$ cat src/rtl/ad_framer_pkg.sv
// rtl/ad_framer_pkg.sv - shared FSM state type, framing constants and the CRC-8 byte step
package ad_framer_pkg;

  typedef enum logic [2:0] {IDLE, HDR, SEQ, PAY, CHK} state_t;

  localparam logic [7:0] DEFAULT_PREAMBLE = 8'hA5;
  localparam logic [7:0] CRC8_POLY        = 8'h07;

  // One byte of MSB-first CRC-8, unrolled over the eight bits
  function automatic logic [7:0] crc8_byte(input logic [7:0] crc, input logic [7:0] data);
    logic [7:0] c;
    c = crc ^ data;
    for (int i = 0; i < 8; i++) begin
      c = c[7] ? ({c[6:0], 1'b0} ^ CRC8_POLY) : {c[6:0], 1'b0};
    end
    return c;
  endfunction

endpackage

$ cat src/rtl/ad_sample_framer_if.sv
// rtl/ad_sample_framer_if.sv - framed byte stream from the framer to the sender link stage
interface ad_sample_framer_if;
  logic [7:0] out_data;
  logic       out_valid;
  logic       out_ready;
  logic       out_last;

  modport master (output out_data, output out_valid, output out_last, input out_ready);
  modport slave  (input out_data, input out_valid, input out_last, output out_ready);
endinterface

$ cat src/rtl/ad_framer_fifo.sv
// rtl/ad_framer_fifo.sv - synchronous first-word-fall-through sample buffer
module ad_framer_fifo #(
  parameter int DATA_W = 8,
  parameter int DEPTH  = 8
) (
  input  logic                   clock,
  input  logic                   reset,
  input  logic                   push,
  input  logic                   pop,
  input  logic [DATA_W-1:0]      din,
  output logic [DATA_W-1:0]      dout,
  output logic                   full,
  output logic                   empty,
  output logic [$clog2(DEPTH):0] count
);
  localparam int AW = $clog2(DEPTH);

  logic [DATA_W-1:0] mem [DEPTH];
  logic [AW-1:0]     wr_ptr;
  logic [AW-1:0]     rd_ptr;
  logic              do_push;
  logic              do_pop;

  // A push into a full buffer is accepted when a pop frees the head slot in the same cycle
  assign do_pop  = pop && !empty;
  assign do_push = push && (!full || do_pop);
  assign full    = (count == (AW + 1)'(DEPTH));
  assign empty   = (count == '0);
  assign dout    = mem[rd_ptr];

  always_ff @(posedge clock) begin
    if (reset) begin
      wr_ptr <= '0;
      rd_ptr <= '0;
      count  <= '0;
    end else begin
      if (do_push) wr_ptr <= wr_ptr + AW'(1);
      if (do_pop)  rd_ptr <= rd_ptr + AW'(1);
      case ({do_push, do_pop})
        2'b10:   count <= count + (AW + 1)'(1);
        2'b01:   count <= count - (AW + 1)'(1);
        default: count <= count;
      endcase
    end
  end

  always_ff @(posedge clock) begin
    if (do_push) mem[wr_ptr] <= din;
  end

endmodule

$ cat src/rtl/ad_sample_framer.sv
// rtl/ad_sample_framer.sv - samples the ADC bus and packs samples into preamble/seq/payload/check frames
// Check byte is XOR by default; defining AD_FRAMER_CRC8_EN selects CRC-8 instead.
module ad_sample_framer
  import ad_framer_pkg::*;
#(
  parameter int         SAMPLE_PERIOD = 720,
  parameter int         PAYLOAD_LEN   = 4,
  parameter int         FIFO_DEPTH    = 8,
  parameter logic [7:0] PREAMBLE      = DEFAULT_PREAMBLE
) (
  input  logic               clock,
  input  logic               reset,
  input  logic               sync_in,
  input  logic [7:0]         ad,
  output logic               overflow,
  ad_sample_framer_if.master out
);
  localparam int TW = $clog2(SAMPLE_PERIOD);
  localparam int CW = $clog2(FIFO_DEPTH) + 1;
  localparam int PW = $clog2(PAYLOAD_LEN + 1);
  localparam logic [TW-1:0] TICK_MAX = TW'(SAMPLE_PERIOD - 1);
  localparam logic [PW-1:0] PAY_MAX  = PW'(PAYLOAD_LEN);
  localparam logic [CW-1:0] PAY_NEED = CW'(PAYLOAD_LEN);

  state_t        state;
  logic [TW-1:0] tick;
  logic [7:0]    seq;
  logic [7:0]    check;
  logic [PW-1:0] pay_cnt;
  logic          capture;
  logic          hs;
  logic          pop;
  logic [7:0]    fifo_dout;
  logic          fifo_full;
  logic          fifo_empty;
  logic [CW-1:0] fifo_count;

  function automatic logic [7:0] check_upd(input logic [7:0] c, input logic [7:0] d);
`ifdef AD_FRAMER_CRC8_EN
    return crc8_byte(c, d);
`else
    return c ^ d;
`endif
  endfunction

  assign capture = sync_in && (tick == TICK_MAX);
  assign hs      = out.out_valid && out.out_ready;
  // out_data is registered, so the head is popped as it is loaded; the load happens on the previous byte's handshake
  assign pop     = hs && !fifo_empty && ((state == SEQ) || (state == PAY && pay_cnt != PAY_MAX));

  ad_framer_fifo #(.DATA_W(8), .DEPTH(FIFO_DEPTH)) u_fifo (
    .clock (clock),
    .reset (reset),
    .push  (capture),
    .pop   (pop),
    .din   (ad),
    .dout  (fifo_dout),
    .full  (fifo_full),
    .empty (fifo_empty),
    .count (fifo_count)
  );

  always_ff @(posedge clock) begin
    if (reset || !sync_in)    tick <= '0;
    else if (tick == TICK_MAX) tick <= '0;
    else                       tick <= tick + TW'(1);
  end

  always_ff @(posedge clock) begin
    if (reset)                                overflow <= 1'b0;
    else if (capture && fifo_full && !pop)    overflow <= 1'b1;
  end

  always_ff @(posedge clock) begin
    if (reset) begin
      state         <= IDLE;
      seq           <= 8'h00;
      check         <= 8'h00;
      pay_cnt       <= '0;
      out.out_data  <= 8'h00;
      out.out_valid <= 1'b0;
      out.out_last  <= 1'b0;
    end else begin
      case (state)
        IDLE: if (fifo_count >= PAY_NEED) begin
          state         <= HDR;
          out.out_data  <= PREAMBLE;
          out.out_valid <= 1'b1;
        end
        HDR: if (hs) begin
          state        <= SEQ;
          out.out_data <= seq;
        end
        SEQ: if (hs) begin
          state        <= PAY;
          check        <= check_upd(8'h00, seq);
          out.out_data <= fifo_dout;
          pay_cnt      <= PW'(1);
        end
        PAY: if (hs) begin
          check <= check_upd(check, out.out_data);
          if (pay_cnt == PAY_MAX) begin
            state        <= CHK;
            out.out_data <= check_upd(check, out.out_data);
            out.out_last <= 1'b1;
          end else begin
            out.out_data <= fifo_dout;
            pay_cnt      <= pay_cnt + PW'(1);
          end
        end
        CHK: if (hs) begin
          state         <= IDLE;
          seq           <= seq + 8'd1;
          out.out_data  <= 8'h00;
          out.out_valid <= 1'b0;
          out.out_last  <= 1'b0;
        end
        default: state <= IDLE;
      endcase
    end
  end

endmodule

$ cat src/flat_wrapper.sv
// flat-port wrapper written by rule: the top's interface ports become plain ports
module ad_sample_framer_flat import ad_framer_pkg::*;
#(
  parameter int         SAMPLE_PERIOD = 720,
  parameter int         PAYLOAD_LEN   = 4,
  parameter int         FIFO_DEPTH    = 8,
  parameter logic [7:0] PREAMBLE      = DEFAULT_PREAMBLE
)
  (clock, reset, sync_in, ad, overflow, out_out_data, out_out_valid, out_out_last, out_out_ready);
  ad_sample_framer_if out_i ();
  input  logic clock;
  input  logic reset;
  input  logic sync_in;
  input  logic [7:0] ad;
  output logic overflow;
  output wire logic [$bits(out_i.out_data)-1:0] out_out_data;
  output wire logic [$bits(out_i.out_valid)-1:0] out_out_valid;
  output wire logic [$bits(out_i.out_last)-1:0] out_out_last;
  input wire logic [$bits(out_i.out_ready)-1:0] out_out_ready;
  assign out_out_data = out_i.out_data;
  assign out_out_valid = out_i.out_valid;
  assign out_out_last = out_i.out_last;
  assign out_i.out_ready = out_out_ready;
  ad_sample_framer #(.SAMPLE_PERIOD(SAMPLE_PERIOD), .PAYLOAD_LEN(PAYLOAD_LEN), .FIFO_DEPTH(FIFO_DEPTH), .PREAMBLE(PREAMBLE)) u_core (.clock(clock), .reset(reset), .sync_in(sync_in), .ad(ad), .overflow(overflow), .out(out_i));
endmodule
$ cat config.mk
export PLATFORM = sky130hd
export DESIGN_NAME = ad_sample_framer_flat
export DESIGN_NICKNAME = d
export VERILOG_FILES = /design/src/rtl/ad_framer_pkg.sv /design/src/rtl/ad_sample_framer_if.sv /design/src/rtl/ad_framer_fifo.sv /design/src/rtl/ad_sample_framer.sv /design/src/flat_wrapper.sv
export SDC_FILE = /design/constraint.sdc
export NUM_CORES = 1
export LEC_CHECK = 0
export ABC_AREA = 1
export CORE_MARGIN = 2
export CORE_UTILIZATION = 49
export DETAILED_ROUTE_END_ITERATION = 12
export PLACE_DENSITY_LB_ADDON = 0.25
export SLEW_MARGIN = 20
export SYNTH_ARGS = -nofsm -noshare
export SYNTH_HDL_FRONTEND = slang
export SYNTH_SLANG_ARGS = --single-unit
$ cat constraint.sdc
create_clock -name clock -period 2.29 [get_ports clock]
set_input_delay 0.687 -clock clock [delete_from_list [all_inputs] [get_ports clock]]
set_output_delay 0.687 -clock clock [all_outputs]
set_load 0.005 [all_outputs]
==> run_results.csv <==
group,metric,value,unit
setup_path,slowest_delay,0.52,ns
power_and_ir_drop,power_frac_clock,0.480,
timing,max_freq,468.0,MHz
clock_tree,source_to_sink_clock_delay_at_the_later_pin_of_the_worst_skew_pair,0.54,ns
route,route.vias.total,4072,
setup_path,crit_path_leading_delay_family,"buffers and inverters",
run_status,outcome,"finished clean",
job,maxCapViolations,0,
power_and_ir_drop,share_seq_of_total_power,0.465,
timing,timing.clock.skew,0.01570,ns
clock_tree,cts_resized,0,
die,std_cell_rows,38,
yosys,netlist_area,0.005315,mm²
yosys,synth_ff_type,"edfxtp_1",
die,design.die.area,0.01170,mm²
final_layout,layout-drive-gt1-share,0.1272,
timing,finalHoldWorstSlack,0.4496,ns
setup_path,critical_path_slowest_stage_cell,"clkdlybuf4s50_1",
route,drt_first_iter_violations,350,
yosys,synth_simple_gate_area_frac,0.1982,
power_and_ir_drop,power.net_switching,1.232,mW
setup_path,crit_path_max_fanout,3,
setup_path,required,1.60,ns
yosys,postSynthNetCount,587,
yosys,synth.distinct_cells,39,
timing,setup_violations_final,0,
final_layout,fin_area,0.006341,mm²
power_and_ir_drop,finalPower,4.950,mW
setup_path,critical_path_class,"register to output port",
clock_tree,clkTransAtPathRegs,0.06,ns
timing,fin_crit_sh,0.9331,
route,drtPass1Iterations,5,
clock_tree,clock_buffer_count_from_cts,17,
setup_path,crit_path_cell_trace,"clkdlybuf4s50_1",
die,start_util,0.4968,
clock_tree,clock_path_buffers,2,
clock_tree,post-cts-setup-buffer-count,0,
clock_tree,clock_tree.root_cell,"clkbuf_8",
yosys,synth_top_family_by_area,"simple AND/OR/NAND/NOR gates",
global_routing,grt_max_degree,33,
yosys,synth_compound_area_frac,0.1419,
timing,postLayoutSetupSlackWorst,0.1532,ns
timing,setup_repair_after_global_routing_missed_its_margin,"yes",
route,drt.antenna.violating_nets,0,
final_layout,layout.nets,635,
place,portBuffers,22,
power_and_ir_drop,static_leakage,2.431,nW
place,post-place-ws,-0.2905,ns
place,place.detailed.hpwl,8030,µm
route,drt_wl_total,11540,µm
global_routing,grt_pass1_vias,3758,
global_routing,grt_antenna_before_repair,0,
die,fp.coreArea,0.01070,mm²
yosys,yosys-mux-area-fraction,0,
place,place.gp.congestion,0.8431,
clock_tree,cts-htree-levels,4,
timing,relSlewSlack,0.6716,
yosys,postSynth.asyncResetShare,0,
yosys,yosys_register_bits,120,
clock_tree,post_cts_hold_buffer_count,0,
timing,slew_violations,0,
yosys,synthAdderAreaFrac,0.01648,
setup_path,worst_setup_path_start_kind,"register",
die,fp.dieH,108.2,µm
die,die_width,108.2,µm
global_routing,globalRouteOverflowTotal,0,
global_routing,grt_pass1_wl,18890,µm
clock_tree,numClockSinks,120,
yosys,post_synth_edffs,64,
power_and_ir_drop,share_comb_of_total_power,0.054,
route,drc,0,
yosys,syn_inst,568,
setup_path,critical_path_buf_inv_count,1,
timing,finalHoldViolations,0,
global_routing,track_usage,0.2163,
setup_path,endpoint_kind,"output port",
place,area_of_placed_instances,0.005806,mm²
power_and_ir_drop,vdd_drop_max,0.6092,mV
clock_tree,clock_tree_from_tritoncts,"done",
power_and_ir_drop,cellInternalPower,3.718,mW
final_layout,area_growth,19.30,%
timing,worst_margin_pin_slew,0.4920,ns
yosys,synth-xor-area-share,0.01318,
power_and_ir_drop,switching_share,0.2490,
power_and_ir_drop,power.density,780.6,mW/mm²
setup_path,cp.arrival,1.45,ns
min_path,worst_hold_path_type,"register to register",
final_layout,num_antenna_cells,0,
route,avgRoutedWirePerCell,15.01,µm
yosys,yosysWarningCount,0,
yosys,yosysSeqAreaShare,0.5725,
timing,min_period,2.137,ns
route,vias_per_cell,5.295,
yosys,syn_area_per_cell,9.358,µm²
die,io_pins,23,
## path summary, 6_finish.rpt
kind / from / end / slack (ns) / cells after the start
worst min-delay path: u_core.tick[0]$_SDFF_PP0_ / u_core.tick[0]$_SDFF_PP0_ / 0.45 / 1
worst max register to register: u_core.pay_cnt[0]$_SDFFE_PP0P_ / u_core.u_fifo.mem[3][0]$_DFFE_PP_ / 0.15 / 10
worst max-delay path: u_core.out.out_data[2]$_SDFFE_PP0P_ / out_out_data[2] / 0.15 / 1
worst min register to register: u_core.tick[0]$_SDFF_PP0_ / u_core.tick[0]$_SDFF_PP0_ / 0.45 / 1
## power groups by stage
| stage | registers (mW) | logic, mW | clock network [mW] |
|---|---|---|---|
| final | 2.30 | 0.269 | 2.38 |
| after global routing | 2.31 | 0.298 | 2.54 |
| after CTS | 2.30 | 0.268 | 2.43 |
| after detailed placement | 2.35 | 0.266 | 0 |
| after global placement | 2.35 | 0.261 | 0 |
| after floorplan | 2.33 | 0.212 | 0 |
## layout make-up
cell class | instances | area [µm²]
clock buffers | 18 | 417.9
clock inverters | 14 | 117.6
fillers | 905 | 4357
inverters | 59 | 221.5
multi-input cells | 372 | 1966
flip-flops and latches | 120 | 3043
well taps | 140 | 175.2
repair buffers | 46 | 400.4
## logic make-up after synthesis
kind of cell,after synthesis
xor gates and xnor gates,8
AOI/OAI and AO/OA,134
adders and majority gates,7
buffers and inverters,76
and+or+nand+nor,223
DFF,120
## cells in the mapped netlist (3+ instances only)
library cell   n  area (µm²)
a211oi_1       6       45.04
a21oi_1       39       195.2
buf_2          3       15.01
clkbuf_1      12       45.04
dfxtp_1       56        1121
edfxtp_1      64        1922
ha_1           7       87.58
inv_1         54       202.7
inv_2          4       15.01
nand2_1       66       247.7
nand2_4        6       67.56
nand3_1       17       85.08
nand3_2        3       30.03
nor2_1        96       360.4
nor2_4         4       45.04
nor3_1        16       80.08
nor3b_1        3       22.52
o211ai_1      16       120.1
o21ai_0       62       310.3
o221ai_1       4       35.03
xor2_1         6       52.55
## metal layers
| metal | global-route usage | share of wire | up-vias |
|---|---|---|---|
| li1 | - | - | 2055 |
| met1 | 0.2897 | 0.47 | 1876 |
| met2 | 0.3360 | 0.46 | 126 |
| met3 | 0.06148 | 0.056 | 15 |
| met4 | 0.07967 | 0.013 | 0 |
| met5 | 0 | 0 | - |
## stage by stage
step | cells | setup TNS [ns] | utilization
floorplan | 568 | -4.957 | -
global placement | 737 | -14.10 | 0.5427
detailed placement | 737 | -16.13 | 0.5427
CTS | 769 | 0 | 0.5927
global route | 769 | -0.09838 | 0.5927
finish | 769 | 0 | 0.5927
## cells in the final DEF (no fill, tap or decap), types with 2 or more instances in the layout
master | Yosys | routed
inv_2 | 4 | 4
clkinvlp_4 | 0 | 3
o21bai_1 | 2 | 2
edfxtp_1 | 64 | 64
and3_1 | 2 | 2
xor2_1 | 6 | 6
nand3_1 | 17 | 17
nand2_4 | 6 | 6
inv_6 | 0 | 5
o21ai_0 | 62 | 62
buf_4 | 0 | 24
inv_1 | 54 | 54
nand3_2 | 3 | 3
a21oi_1 | 39 | 39
a211oi_1 | 6 | 6
nor3_1 | 16 | 16
nand2_1 | 66 | 66
nand4_1 | 2 | 2
nor2_1 | 96 | 96
o221ai_1 | 4 | 4
ha_1 | 7 | 7
nor3b_1 | 3 | 3
o211ai_1 | 16 | 16
xnor2_1 | 2 | 2
nor2_4 | 4 | 4
clkdlybuf4s50_1 | 0 | 22
nor2_2 | 2 | 2
clkinv_4 | 0 | 4
clkbuf_16 | 0 | 16
dfxtp_1 | 56 | 56
o21ai_1 | 2 | 2
## registers in the layout, indices dropped and copies added (netlist names), named ones only
| register | flops |
|---|---|
| u_core.u_fifo.mem | 64 |
| u_core.check | 8 |
| u_core.out.out_last | 1 |
| u_core.state | 3 |
| u_core.overflow | 1 |
| u_core.out.out_valid | 1 |
| u_core.out.out_data | 8 |
| u_core.pay_cnt | 3 |
| u_core.u_fifo.wr_ptr | 3 |
| u_core.tick | 10 |
| u_core.u_fifo.rd_ptr | 3 |
| u_core.seq | 8 |
| u_core.u_fifo.count | 4 |
Note: power is estimated with default switching activity, not from simulation.
==> patch: new RTL, same flow settings <==
Make the reset (`reset`) asynchronous in 3 clocked blocks. Comments in the files are not updated.
--- a/src/rtl/ad_framer_fifo.sv
+++ b/src/rtl/ad_framer_fifo.sv
@@ -29,5 +29,5 @@
   assign dout    = mem[rd_ptr];
 
-  always_ff @(posedge clock) begin
+  always_ff @(posedge clock or posedge reset) begin
     if (reset) begin
       wr_ptr <= '0;
--- a/src/rtl/ad_sample_framer.sv
+++ b/src/rtl/ad_sample_framer.sv
@@ -67,10 +67,10 @@
   end
 
-  always_ff @(posedge clock) begin
+  always_ff @(posedge clock or posedge reset) begin
     if (reset)                                overflow <= 1'b0;
     else if (capture && fifo_full && !pop)    overflow <= 1'b1;
   end
 
-  always_ff @(posedge clock) begin
+  always_ff @(posedge clock or posedge reset) begin
     if (reset) begin
       state         <= IDLE;
Check against the original RTL: same outputs for any inputs over 10 cycles, from zero or initial values and one cycle with reset high; that may be too few to reach the edited logic, so the function may still have changed.
==> patch against the unedited design <==
  * Setup slack worse by 0.013 ns
  * Sequential share of layout area increased by 1.2 points
  * Global-route usage rose by 0.14 points
  * Area after synthesis is 0.52% higher
  * Critical path type is now register to register
  * Final area rose by 2.5%
  * Wire length increased by 0.97%
  * Sequential cell count fell by 3
  * Critical endpoint is now u_core.u_fifo.mem[2][5]$_DFFE_PP_
Power is not compared: it rests on default switching activity, and its combinational part moved more than twofold at a synthesized area within 25%.
==> patch: results (changes against the unedited design) <==
| Metric | Value |
|---|---|
| Met2 Resource Use GR | `35.27% (+1.7 points)` |
| Commonest non-fill, non-tap cell in the layout | `nand2_1` |
| Share of cells above drive strength 1 | `16.97% (+4.3 points)` |
| Area contributors post-synth | `edfxtp_1 (36%), dfrtp_1 (20%), nand2_1 (6.2%)` |
| Dpl ws | `-0.3433 ns (-0.05284 ns)` |
| Sequential cells | `117 (-2.5%)` |
| Post-DP Area | `5934 sq um (+2.2%)` |
| RePlAce Congestion | `0.8172 (-3.1%)` |
| Multi-input logic portion of the cell area | `29.04% (-2.0 points)` |
| 1st-iter DRT viols | `314 (-10%)` |
| Inverter count | `56 (-5.1%)` |
| Post-synth EDFFs | `64 (unchanged)` |
| Max-slew headroom | `54.26% (-13 points)` |
| Hold Slack | `0.4589 ns (+0.009239 ns)` |
| WL/cell | `15.60 microns (+3.9%)` |
| Non-clk buf share | `7.086% (+0.77 points)` |
| Family with the most delay on the worst path | `simple AND/OR/NAND/NOR gates` |
| Vias in the first global route | `3892 (+3.6%)` |
| Seq area share | `49.22% (+1.2 points)` |
| Final Skew | `0.006289 ns (-0.009413 ns)` |
| Status | `finished clean` |
| Largest net degree at the start of global routing | `44 (+33%)` |
| Slowest cell delay on critical path | `0.39 ns (-0.13 ns)` |
| Metal-1 WL | `5109 microns (-5.7%)` |
| Yosys cell types | `40 (+2.6%)` |
| Worst setup margin | `0.1404 ns (-0.01279 ns)` |
| Detail Placement HPWL | `8216 microns (+2.3%)` |
| Design area | `6497 sq um (+2.5%)` |
| Crit Path Max Fanout | `8 (+5)` |
| Met3 routed WL | `555 microns (-15%)` |
| DP Cell Count | `715 (-3.0%)` |
| Worst setup startpoint | `u_core.pay_cnt[0]$_DFFE_PP0P_` |
| Bufs w/o clock | `54 (+17%)` |
| Top cells by count, synth | `nand2_1 (88), nor2_1 (68), edfxtp_1 (64), o21ai_0 (49), inv_1 (45)` |
| Post-Syn Nets | `554 (-5.6%)` |
| Ys async rst share | `36.75% (+37 points)` |
| GR Util All Layers | `21.76% (+0.14 points)` |
| Final Net Count | `613 (-3.5%)` |
| Clk cell area share | `8.666% (+0.22 points)` |
| R2R Path End | `u_core.u_fifo.mem[2][5]$_DFFE_PP_` |
| Via density | `5.365 (+1.3%)` |
| Seq/Total Area, Yosys | `59.86% (+2.6 points)` |
| First-pass GRT wire length | `18890 microns (about the same)` |
| Fillers | `894 (-1.2%)` |
| WL met2 | `5713 microns (+7.3%)` |
| Comb_multi_in | `348 (-6.5%)` |
| Average size of a mapped cell | `9.986 sq um (+6.7%)` |
==> patch: cell count changes after synthesis, moves of 4 or more <==
cell,delta
inv_1,-9
inv_2,+7
nand2_1,+22
dfrtp_1,+43
nand3_1,+7
nor2_2,+4
o21ai_0,-13
dfxtp_1,-46
o211ai_1,-5
a21oi_1,-28
nand2_4,-4
nor2_1,-28
xor2_1,+12
==> patch: power by group <==
| part | switching, mW | internal [mW] | leakage [nW] |
|---|---|---|---|
| Clock | 0.913 | 1.51 | 0.288 |
| Combinational | 1.53 | 0.942 | 1.23 |
| Sequential | 0.245 | 2.48 | 1.15 |
==> patch: cells by family after synthesis <==
group	after synthesis	share of synthesized area [%]
flip-flops	117	59.86
AO/OA/AOI/OAI	95	10.47
XOR/XNOR	20	3.279
AND/OR/NAND/NOR	226	19.56
adder cells (fa/ha/maj)	7	1.639
buffers and inverters	70	5.199
